===== config.mk =====
export PLATFORM = sky130hd
export DESIGN_NAME = hilo_muldiv_unit
export DESIGN_NICKNAME = d
export VERILOG_FILES = /design/src/rtl/hilo_pkg.sv /design/src/rtl/hilo_muldiv_unit_div_iter_core.sv /design/src/rtl/hilo_muldiv_unit.sv
export SDC_FILE = /design/constraint.sdc
export NUM_CORES = 1
export LEC_CHECK = 0
export CORE_MARGIN = 8
export CORE_UTILIZATION = 55
export DETAILED_ROUTE_END_ITERATION = 6
export PLACE_DENSITY = 0.74
export SLEW_MARGIN = 0
export SYNTH_ARGS = -nofsm -noshare
export SYNTH_HDL_FRONTEND = slang
export SYNTH_SLANG_ARGS = --single-unit
export TNS_END_PERCENT = 1

===== constraint.sdc =====
create_clock -name Clk -period 10.04 [get_ports Clk]
set_clock_uncertainty 0.05 [all_clocks]
set_input_delay 2.008 -clock Clk [delete_from_list [all_inputs] [get_ports Clk]]
set_output_delay 2.008 -clock Clk [all_outputs]
set_load 0.01 [all_outputs]

===== src/rtl/hilo_pkg.sv =====
`default_nettype none
// ============================================================================
// Module   : hilo_pkg
// Purpose  : Shared definitions for the HI/LO multiply/divide unit:
//            HiLoOp encodings, default datapath width, FSM state
//            encoding and the divide-by-zero quotient constant.
// Revision : 1.0 - initial release
// ============================================================================
package hilo_pkg;

    localparam int HILO_WIDTH = 32;

    // Quotient written to LO when the divisor is zero
    localparam logic [31:0] HILO_DIVZERO_LO = 32'hFFFF_FFFF;

    typedef enum logic [2:0] {
        HILO_NONE = 3'b000,
        HILO_LOAD = 3'b001,
        HILO_MADD = 3'b010,
        HILO_MSUB = 3'b011,
        HILO_MTHI = 3'b100,
        HILO_MTLO = 3'b101,
        HILO_DIV  = 3'b110,
        HILO_DIVU = 3'b111
    } hilo_op_e;

    typedef enum logic [1:0] {
        ST_IDLE = 2'd0,
        ST_DIV  = 2'd1,
        ST_FIX  = 2'd2
    } hilo_state_e;

endpackage : hilo_pkg
`default_nettype wire


===== src/rtl/hilo_muldiv_unit_div_iter_core.sv =====
`default_nettype none
// ============================================================================
// Module   : div_iter_core
// Purpose  : Unsigned restoring divider datapath. i_start loads the
//            operands; each i_step cycle retires one quotient bit. o_done
//            flags the final step, after which o_quotient/o_remainder hold
//            the magnitude results.
// Revision : 1.0 - initial release
// ============================================================================
module div_iter_core
    import hilo_pkg::*;
#(
    parameter int WIDTH = HILO_WIDTH
) (
    input  logic             clk,
    input  logic             rst,
    input  logic             i_start,
    input  logic             i_step,
    input  logic [WIDTH-1:0] i_dividend,
    input  logic [WIDTH-1:0] i_divisor,
    output logic [WIDTH-1:0] o_quotient,
    output logic [WIDTH-1:0] o_remainder,
    output logic             o_done
);

    localparam int              CNT_W  = (WIDTH > 1) ? $clog2(WIDTH) : 1;
    localparam logic [CNT_W-1:0] C_LAST = CNT_W'(WIDTH - 1);

    logic [WIDTH-1:0] rem_q, rem_d;
    logic [WIDTH-1:0] quo_q, quo_d;
    logic [WIDTH-1:0] dvs_q, dvs_d;
    logic [CNT_W-1:0] cnt_q, cnt_d;

    // One extra bit holds the shifted partial remainder, which can reach 2*divisor-1
    logic [WIDTH:0] w_shift;
    logic [WIDTH:0] w_diff;

    // Next-state logic: operand load on start, one shift/subtract per step
    always_comb begin
        w_shift = {rem_q, quo_q[WIDTH-1]};
        w_diff  = w_shift - {1'b0, dvs_q};
        rem_d   = rem_q;
        quo_d   = quo_q;
        dvs_d   = dvs_q;
        cnt_d   = cnt_q;
        if (i_start) begin
            rem_d = '0;
            quo_d = i_dividend;
            dvs_d = i_divisor;
            cnt_d = '0;
        end else if (i_step) begin
            if (!w_diff[WIDTH]) begin
                rem_d = w_diff[WIDTH-1:0];
                quo_d = {quo_q[WIDTH-2:0], 1'b1};
            end else begin
                rem_d = w_shift[WIDTH-1:0];
                quo_d = {quo_q[WIDTH-2:0], 1'b0};
            end
            cnt_d = (cnt_q == C_LAST) ? '0 : cnt_q + 1'b1;
        end
    end

    // Datapath registers; reset discards any in-flight divide
    always_ff @(posedge clk or posedge rst) begin
        if (rst) begin
            rem_q <= '0;
            quo_q <= '0;
            dvs_q <= '0;
            cnt_q <= '0;
        end else begin
            rem_q <= rem_d;
            quo_q <= quo_d;
            dvs_q <= dvs_d;
            cnt_q <= cnt_d;
        end
    end

    assign o_quotient  = quo_q;
    assign o_remainder = rem_q;
    assign o_done      = i_step && (cnt_q == C_LAST);

endmodule : div_iter_core
`default_nettype wire


===== src/rtl/hilo_muldiv_unit.sv =====
`default_nettype none
// ============================================================================
// Module   : hilo_muldiv_unit
// Purpose  : HI/LO register pair for the EX stage. Captures ALU products,
//            performs madd/msub/mthi/mtlo in one cycle and runs div/divu
//            through an iterative restoring divider (33 busy cycles),
//            stalling the pipeline while a divide is in flight.
// Options  : HILO_BYPASS_EN - Hi/Lo outputs forward the next-state value of
//            single-cycle ops in the same cycle they are issued.
// Revision : 1.0 - initial release
// ============================================================================
module hilo_muldiv_unit
    import hilo_pkg::*;
#(
    parameter int WIDTH = HILO_WIDTH
) (
    input  logic             Clk,
    input  logic             Reset,
    input  logic [2:0]       HiLoOp,
    input  logic [WIDTH-1:0] ProdLo,
    input  logic [WIDTH-1:0] ProdHi,
    input  logic [WIDTH-1:0] A,
    input  logic [WIDTH-1:0] B,
    input  logic             ReadHiLo,
    output logic [WIDTH-1:0] Hi,
    output logic [WIDTH-1:0] Lo,
    output logic             Busy,
    output logic             Stall
);

    localparam int MSB = WIDTH - 1;

    hilo_state_e      state_q, state_d;
    logic             busy_q, busy_d;
    logic [WIDTH-1:0] hi_q, hi_d;
    logic [WIDTH-1:0] lo_q, lo_d;
    logic             neg_q_q, neg_q_d;   // quotient needs negation
    logic             neg_r_q, neg_r_d;   // remainder needs negation
    logic             dz_q, dz_d;         // divisor was zero
    logic [WIDTH-1:0] a_orig_q, a_orig_d; // dividend kept for the dz result

    logic             w_single_wr;
    logic [WIDTH-1:0] w_single_hi;
    logic [WIDTH-1:0] w_single_lo;
    logic [2*WIDTH-1:0] w_acc;
    logic             w_start;
    logic             w_step;
    logic             w_is_signed;
    logic [WIDTH-1:0] w_a_mag;
    logic [WIDTH-1:0] w_b_mag;
    logic [WIDTH-1:0] w_quo;
    logic [WIDTH-1:0] w_rem;
    logic             w_done;

    div_iter_core #(
        .WIDTH (WIDTH)
    ) u_div_iter_core (
        .clk         (Clk),
        .rst         (Reset),
        .i_start     (w_start),
        .i_step      (w_step),
        .i_dividend  (w_a_mag),
        .i_divisor   (w_b_mag),
        .o_quotient  (w_quo),
        .o_remainder (w_rem),
        .o_done      (w_done)
    );

    // Single-cycle op results; only accepted while no divide is running
    always_comb begin
        w_single_wr = 1'b0;
        w_single_hi = hi_q;
        w_single_lo = lo_q;
        w_acc       = '0;
        if (!busy_q) begin
            case (HiLoOp)
                HILO_LOAD: begin
                    w_single_wr = 1'b1;
                    w_single_hi = ProdHi;
                    w_single_lo = ProdLo;
                end
                HILO_MADD: begin
                    w_single_wr = 1'b1;
                    w_acc       = {hi_q, lo_q} + {ProdHi, ProdLo};
                    {w_single_hi, w_single_lo} = w_acc;
                end
                HILO_MSUB: begin
                    w_single_wr = 1'b1;
                    w_acc       = {hi_q, lo_q} - {ProdHi, ProdLo};
                    {w_single_hi, w_single_lo} = w_acc;
                end
                HILO_MTHI: begin
                    w_single_wr = 1'b1;
                    w_single_hi = A;
                end
                HILO_MTLO: begin
                    w_single_wr = 1'b1;
                    w_single_lo = A;
                end
                default: ;
            endcase
        end
    end

    // Divide FSM next state, operand sign handling and HI/LO write selection
    always_comb begin
        state_d     = state_q;
        busy_d      = busy_q;
        hi_d        = w_single_wr ? w_single_hi : hi_q;
        lo_d        = w_single_wr ? w_single_lo : lo_q;
        neg_q_d     = neg_q_q;
        neg_r_d     = neg_r_q;
        dz_d        = dz_q;
        a_orig_d    = a_orig_q;
        w_start     = 1'b0;
        w_step      = 1'b0;
        w_is_signed = (HiLoOp == HILO_DIV);
        w_a_mag     = (w_is_signed && A[MSB]) ? (~A + 1'b1) : A;
        w_b_mag     = (w_is_signed && B[MSB]) ? (~B + 1'b1) : B;
        case (state_q)
            ST_IDLE: begin
                if (HiLoOp == HILO_DIV || HiLoOp == HILO_DIVU) begin
                    w_start  = 1'b1;
                    state_d  = ST_DIV;
                    busy_d   = 1'b1;
                    neg_q_d  = w_is_signed && (A[MSB] ^ B[MSB]);
                    neg_r_d  = w_is_signed && A[MSB];
                    dz_d     = (B == '0);
                    a_orig_d = A;
                end
            end
            ST_DIV: begin
                w_step = 1'b1;
                if (w_done) begin
                    state_d = ST_FIX;
                end
            end
            ST_FIX: begin
                state_d = ST_IDLE;
                busy_d  = 1'b0;
                if (dz_q) begin
                    lo_d = WIDTH'($signed(HILO_DIVZERO_LO));
                    hi_d = a_orig_q;
                end else begin
                    lo_d = neg_q_q ? (~w_quo + 1'b1) : w_quo;
                    hi_d = neg_r_q ? (~w_rem + 1'b1) : w_rem;
                end
            end
            default: begin
                state_d = ST_IDLE;
                busy_d  = 1'b0;
            end
        endcase
    end

    // FSM and HI/LO registers; reset clears everything at once
    always_ff @(posedge Clk or posedge Reset) begin
        if (Reset) begin
            state_q  <= ST_IDLE;
            busy_q   <= 1'b0;
            hi_q     <= '0;
            lo_q     <= '0;
            neg_q_q  <= 1'b0;
            neg_r_q  <= 1'b0;
            dz_q     <= 1'b0;
            a_orig_q <= '0;
        end else begin
            state_q  <= state_d;
            busy_q   <= busy_d;
            hi_q     <= hi_d;
            lo_q     <= lo_d;
            neg_q_q  <= neg_q_d;
            neg_r_q  <= neg_r_d;
            dz_q     <= dz_d;
            a_orig_q <= a_orig_d;
        end
    end

`ifdef HILO_BYPASS_EN
    // Forward single-cycle results so a same-cycle mfhi/mflo sees them
    assign Hi = w_single_wr ? w_single_hi : hi_q;
    assign Lo = w_single_wr ? w_single_lo : lo_q;
`else
    assign Hi = hi_q;
    assign Lo = lo_q;
`endif

    assign Busy  = busy_q;
    assign Stall = busy_q && (ReadHiLo || (HiLoOp != HILO_NONE));

endmodule : hilo_muldiv_unit
`default_nettype wire


# After elaboration in Yosys (flattened, before gate mapping)
# Cells that the tools add are included.
# classes
n_eq_ne,13
bitwise_logic,6
n_reduce_logical,20
n_mux,33
addsub,8
# ops
cell,n
32-bit 2-to-1 mux,17
32-bit one-hot mux with 4 select lines,2
32-bit by 1-bit adder with 32-bit output (second input constant),4
32-bit inverter,4
64-bit adder,1
64-bit subtractor,1
33-bit by 32-bit subtractor with 33-bit output,1
32-bit zero test,1
5-bit 2-to-1 mux,3
3-bit == test (second input constant),4
5-bit nonzero test,2
1-bit 2-to-1 mux,7
3-bit by 2-bit == test with 1-bit output (second input constant),2
2-bit AND reduction,3
3-bit AND reduction,2
5-bit by 1-bit adder with 5-bit output (second input constant),1
5-bit == test (second input constant),1
1-bit logical AND,5
5-bit OR reduction,1
2-bit 2-to-1 mux,2
2-bit by 1-bit inequality test with 1-bit output (second input constant),2
2-bit one-hot mux with 2 select lines,1
2-bit nonzero test,2
3-bit by 1-bit == test with 1-bit output (second input constant),1
9 further kinds,10
# word_totals
regBits,203
inputBits,134
word_cells,92
out_inout_bits,66

# Depth between registers and ports, before layout
# logic_depth
word_depth,6
mapped_depth,17
mapped_depth_nobuf,15

# Cells and area by module
# From an unflattened synthesis, not the netlist that was laid out.
# unflattened
hier_cells,3077
hier_area_um2,22581.7
# by_module_without_submodules
module,n_inst,area_each_um2,cells_each,seq_area_each_um2
hilo_muldiv_unit,1,16366.9,2395,2552.4
div_iter_core,1,6214.7,682,2527.4

# Worst setup path before layout
# OpenSTA, ideal clock, no wires.
# synth_timing
kind,input-to-reg
startpoint,input ProdLo[0]
endpoint,"register hi_q[24], in the netlist Hi[24]"
setup_ns,0.069
arrival_time_ns,4.898
setup_slack_ns,5.023
stages,13
required_time_ns,9.921
n_path_buf,0
cell_sequence,ha_1 -> fa_1 -> nand2b_1 -> a21oi_2 -> o211ai_2 -> a2111oi_4 -> o2111ai_2 -> a31oi_2 -> a41oi_4 -> o31ai_4 -> a41oi_1 -> or4_1 -> nand3_1
# synth_between
elab_chain_cells,5
word_cells_on_any_way,6
classes_between,add/sub: 2; mux: 4
# synth_rtl
item,line,text
"start, declared",hilo_muldiv_unit.sv:20,"input logic [WIDTH-1:0] ProdLo,"
64-bit subtractor or 64-bit adder (tied branches),"hilo_muldiv_unit.sv:89, hilo_muldiv_unit.sv:84",
32-bit one-hot mux with 4 select lines *,hilo_muldiv_unit.sv:76,case (HiLoOp)
32-bit 2-to-1 mux *,hilo_muldiv_unit.sv:75,if (!busy_q) begin
32-bit 2-to-1 mux *,hilo_muldiv_unit.sv:109,hi_d = w_single_wr ? w_single_hi : hi_q;
32-bit 2-to-1 mux *,hilo_muldiv_unit.sv:120,case (state_q)
"end signal, assigned",hilo_muldiv_unit.sv:170,hi_q <= hi_d;
"end, declared",hilo_muldiv_unit.sv:35,"logic [WIDTH-1:0] hi_q, hi_d;"
# Every way passes the cells marked *; elsewhere a longest branch is shown, timed or not. The select of a mux whose other input is x is not followed.
# A chain may end at the register's enable or synchronous reset.

# Worst setup path after layout
# layout_timing
startpoint,input HiLoOp[2]
endpoint,"register hi_q[24], in the netlist Hi[24]"
# layout_between
elab_chain_cells,6
word_cells_on_any_way,15
classes_between,eq/ne: 5; mux: 6; reduce/logical: 4
# layout_rtl
item,line,text
"start, declared",hilo_muldiv_unit.sv:19,"input logic [2:0] HiLoOp,"
3-bit by 2-bit == test with 1-bit output (tied with other cells),hilo_muldiv_unit.sv:76,
5-bit OR reduction (no source line),n/a,
1-bit 2-to-1 mux,hilo_muldiv_unit.sv:76,
1-bit 2-to-1 mux,hilo_muldiv_unit.sv:75,
2-bit nonzero test (no source line),n/a,
3-bit AND reduction (no source line),n/a,
# Several ways; a longest one is shown, not always the timed one. The select of a mux whose other input is x is not followed.

==> impl_results.md <==
* Vias per cell at between 7 and 8
* IO buf count at 199
* Register area share after synthesis at 22.8%
* Max Cap Violations at 0
* Slew @ Worst Pin at approximately 1.2 ns
* Initial antenna violation count at 4
* Peak VDD IR at 0.000445 V
* Post-Syn Area at 22,300 sq um
* Setup Buffers After CTS at 0
* Total grt overflow at 0
* Unique masters post-synth at 91
* Worst EP arrival at 6.62 ns
* Largest net degree at the start of global routing at 150
* Vias at 25,903
* Max-slew violations at 0
* Die width at around 220 um
* Initial Util at between 50 and 60%
* Clock sinks at between 200 and 250
* Post-DRT Antenna Nets at 0
* Ant diodes at 0
* Post-synth EDFFs at 0
* Die Span Y at 217 um
* Post_cts resized at 0
* Most frequent cells in the layout: nand2_1 (441), o21ai_0 (323), a21oi_1 (282)
* Part of the power in registers at about a fifth
* Fmax at 161 MHz
* Hold WS at 0.428 ns
* Post-CTS Hold Fix Bufs at 0
* Setup violations, final at 0
* Clock transition at the registers of the reported paths at 0.06 ns
* Nets at 3,458
* CTS tree: yes
* Synth Register Bits at a little over 200
* Yosys top cell by area: dfrtp_1
* Critical-path maximum fanout at 31
* RSZ-0062 raised after global routing: false
* Comb power frac at 68.0%
* Final hold vios at 0
* Commonest non-fill, non-tap cell in the layout: nand2_1
* CP endpoint kind: flip-flop
* WS Path Type: in2reg
* Final instance area at between 20,000 and 30,000 sq um
* P_int at 3830 uW
* Num CTS Buffers at 23
* Ys flop type: dfrtp_1
* Leakage at 0.0108 uW
* WL per Instance at 27.2 um
* Mean Syn Cell Area at 7.22 sq um
* Yosys top cell area share at 22.8%
* Async set-reset flop share out of synthesis at 100%
* Hold Path Class: reg2reg
* Clk root buf: clkbuf_16
* Worst setup SP type: input pin
* Clk pwr share at 10.9%
* Post-Route WL at 101 mm
* Switching Power at ~4400 uW
* DRC viols at 0
* Switching portion of total power at 53.6%
* Yosys warnings at 0
* Setup TNS at 0 ns
* Max Root-Sink Buffers at 3
* Detailed placement HPWL at 75.4 mm
* Gpl congestion at 1.08
* Initial DRC count at 4,061
* DP Area at ~24,000 sq um
* Placement Rows at between 70 and 80
* PwrDens at 327 nW/um^2
* Global-route usage over all layers at approximately two fifths
* Clock latency on the worst-skew pair at 0.55 ns
* Period minus WS final at 6.21 ns
* First-pass GRT wire length at 151 mm
* Syn nets at 3,386
* H-tree depth at 1
* Syn-to-layout area delta at 13.1%
* Vias in the first global route at 24,750
* Synth area leaders: dfrtp_1 (23%), ha_1 (9.3%), nand2_1 (7.4%), o21ai_0 (7.3%), a21oi_1 (6.3%)
* Worst EP required at 10.45 ns
* Number of top-level pins at 200
* Layout cells sized above 1 at 3.84%
* Mapped Cells at 3,084
* Slew margin rel. at 17.9%
* Tcrit/Tclk final at between 60% and 70%
* CORE AREA at ~40,000 sq um
* Fillers at 3,469
* Die area at 47,200 sq um
* Status: finished, final reports clean
* Drt pass-1 iters at 6
-- power by group through the flow --
| stage | sequential [uW] | combinational [uW] | clock [uW] |
|---|---|---|---|
| floorplan | 1560 | 3720 | 0 |
| global placement | 1690 | 5210 | 0 |
| detailed placement | 1720 | 5310 | 0 |
| CTS | 1700 | 5390 | 890 |
| global route | 1770 | 5980 | 921 |
| finish | 1750 | 5600 | 896 |
-- sequential cells by signal, summed over array words and instances, names as in the netlist, 2 cells and up --
signal / flops
Hi: 32
Lo: 32
a_orig_q: 32
u_div_iter_core.dvs_q: 32
u_div_iter_core.o_quotient: 32
u_div_iter_core.o_remainder: 32
u_div_iter_core.cnt_q: 5
state_q: 2
-- metal layers --
layer | global-route usage (%) | share of wire (%) | wire length (um) | vias to the layer above
met5 | 0 | 0.054 | 54 | -
met4 | 18.9 | 5.5 | 5550 | 8
met3 | 11.2 | 13 | 13500 | 408
met2 | 61.2 | 42 | 42600 | 1919
met1 | 53.2 | 39 | 38800 | 12287
li1 | - | - | - | 11281
-- final timing paths --
| check | startpoint | end | slack, ns | cells past startpoint |
|---|---|---|---|---|
| max in group asynchronous | Reset | Hi[31] | 6.34 | 3 |
| max | HiLoOp[2] | Hi[24] | 3.83 | 11 |
| min | a_orig_q[8] | a_orig_q[8] | 0.43 | 2 |
| min reg2reg | a_orig_q[8] | a_orig_q[8] | 0.43 | 2 |
| min in group asynchronous | Reset | Lo[3] | 1.99 | 2 |
| max reg2reg | Lo[0] | Hi[30] | 5.40 | 13 |
-- per-stage QoR --
step                      util (%)  power, uW  setup WS, ns  instances
after floorplan                  -       5280          2.44       3084
after global placement        61.3       6900          3.13       3655
after detailed placement      61.3       7030          3.47       3656
after CTS                     63.3       7980          3.98       3698
after global routing          63.3       8660          3.65       3698
final                         63.3       8240          3.83       3698
-- kinds of logic after synthesis --
| logic type | synth area share [%] |
|---|---|
| compound gates | 31.5 |
| simple gates | 20.4 |
| buf+inv | 6.61 |
| flops | 22.8 |
| xor+xnor | 7.27 |
| fa+ha+maj | 9.54 |
| mux | 1.84 |
-- cell usage after synthesis (13+ instances only) --
cell type,number
a211oi_1,16
a21boi_0,15
a21o_1,62
a21oi_1,282
a221oi_1,31
a22oi_1,17
a31oi_1,35
and3_1,21
buf_2,21
clkbuf_1,142
dfrtp_1,203
ha_1,165
inv_1,200
mux2i_1,32
nand2_1,441
nand2b_1,26
nand3_1,63
nand4_1,29
nor2_1,215
nor2b_1,28
nor3_1,71
nor4_1,29
o211ai_1,27
o21a_1,14
o21ai_0,323
o21ai_1,18
o21bai_1,39
o221ai_1,13
o22ai_1,16
o31ai_1,57
o41ai_1,18
or3_1,24
xnor2_1,125
xor2_1,60
-- area by class of cell --
class / instances / area (sq um) / share of cell area [%]
Clock buffer: 29 / 628 / 2.49
Timing Repair Buffer: 222 / 2160 / 8.57
Clock inverter: 13 / 145 / 0.576
Inverter: 205 / 777 / 3.08
Tap cell: 525 / 657 / 2.61
Sequential cell: 203 / 5080 / 20.2
Multi-Input combinational cell: 2501 / 15800 / 62.5
-- critical path, stage by stage --
cell	delay [ns]
clkdlybuf4s50_1	0.83
nand2_1	0.16
nor2_1	0.55
nor2_1	0.16
nor2_1	0.15
nor2_2	0.04
buf_4	0.26
nor2_1	0.97
nand2_1	0.68
or4_1	0.68
nand3_1	0.10
No activity file was read; power rests on OpenSTA's default activity.
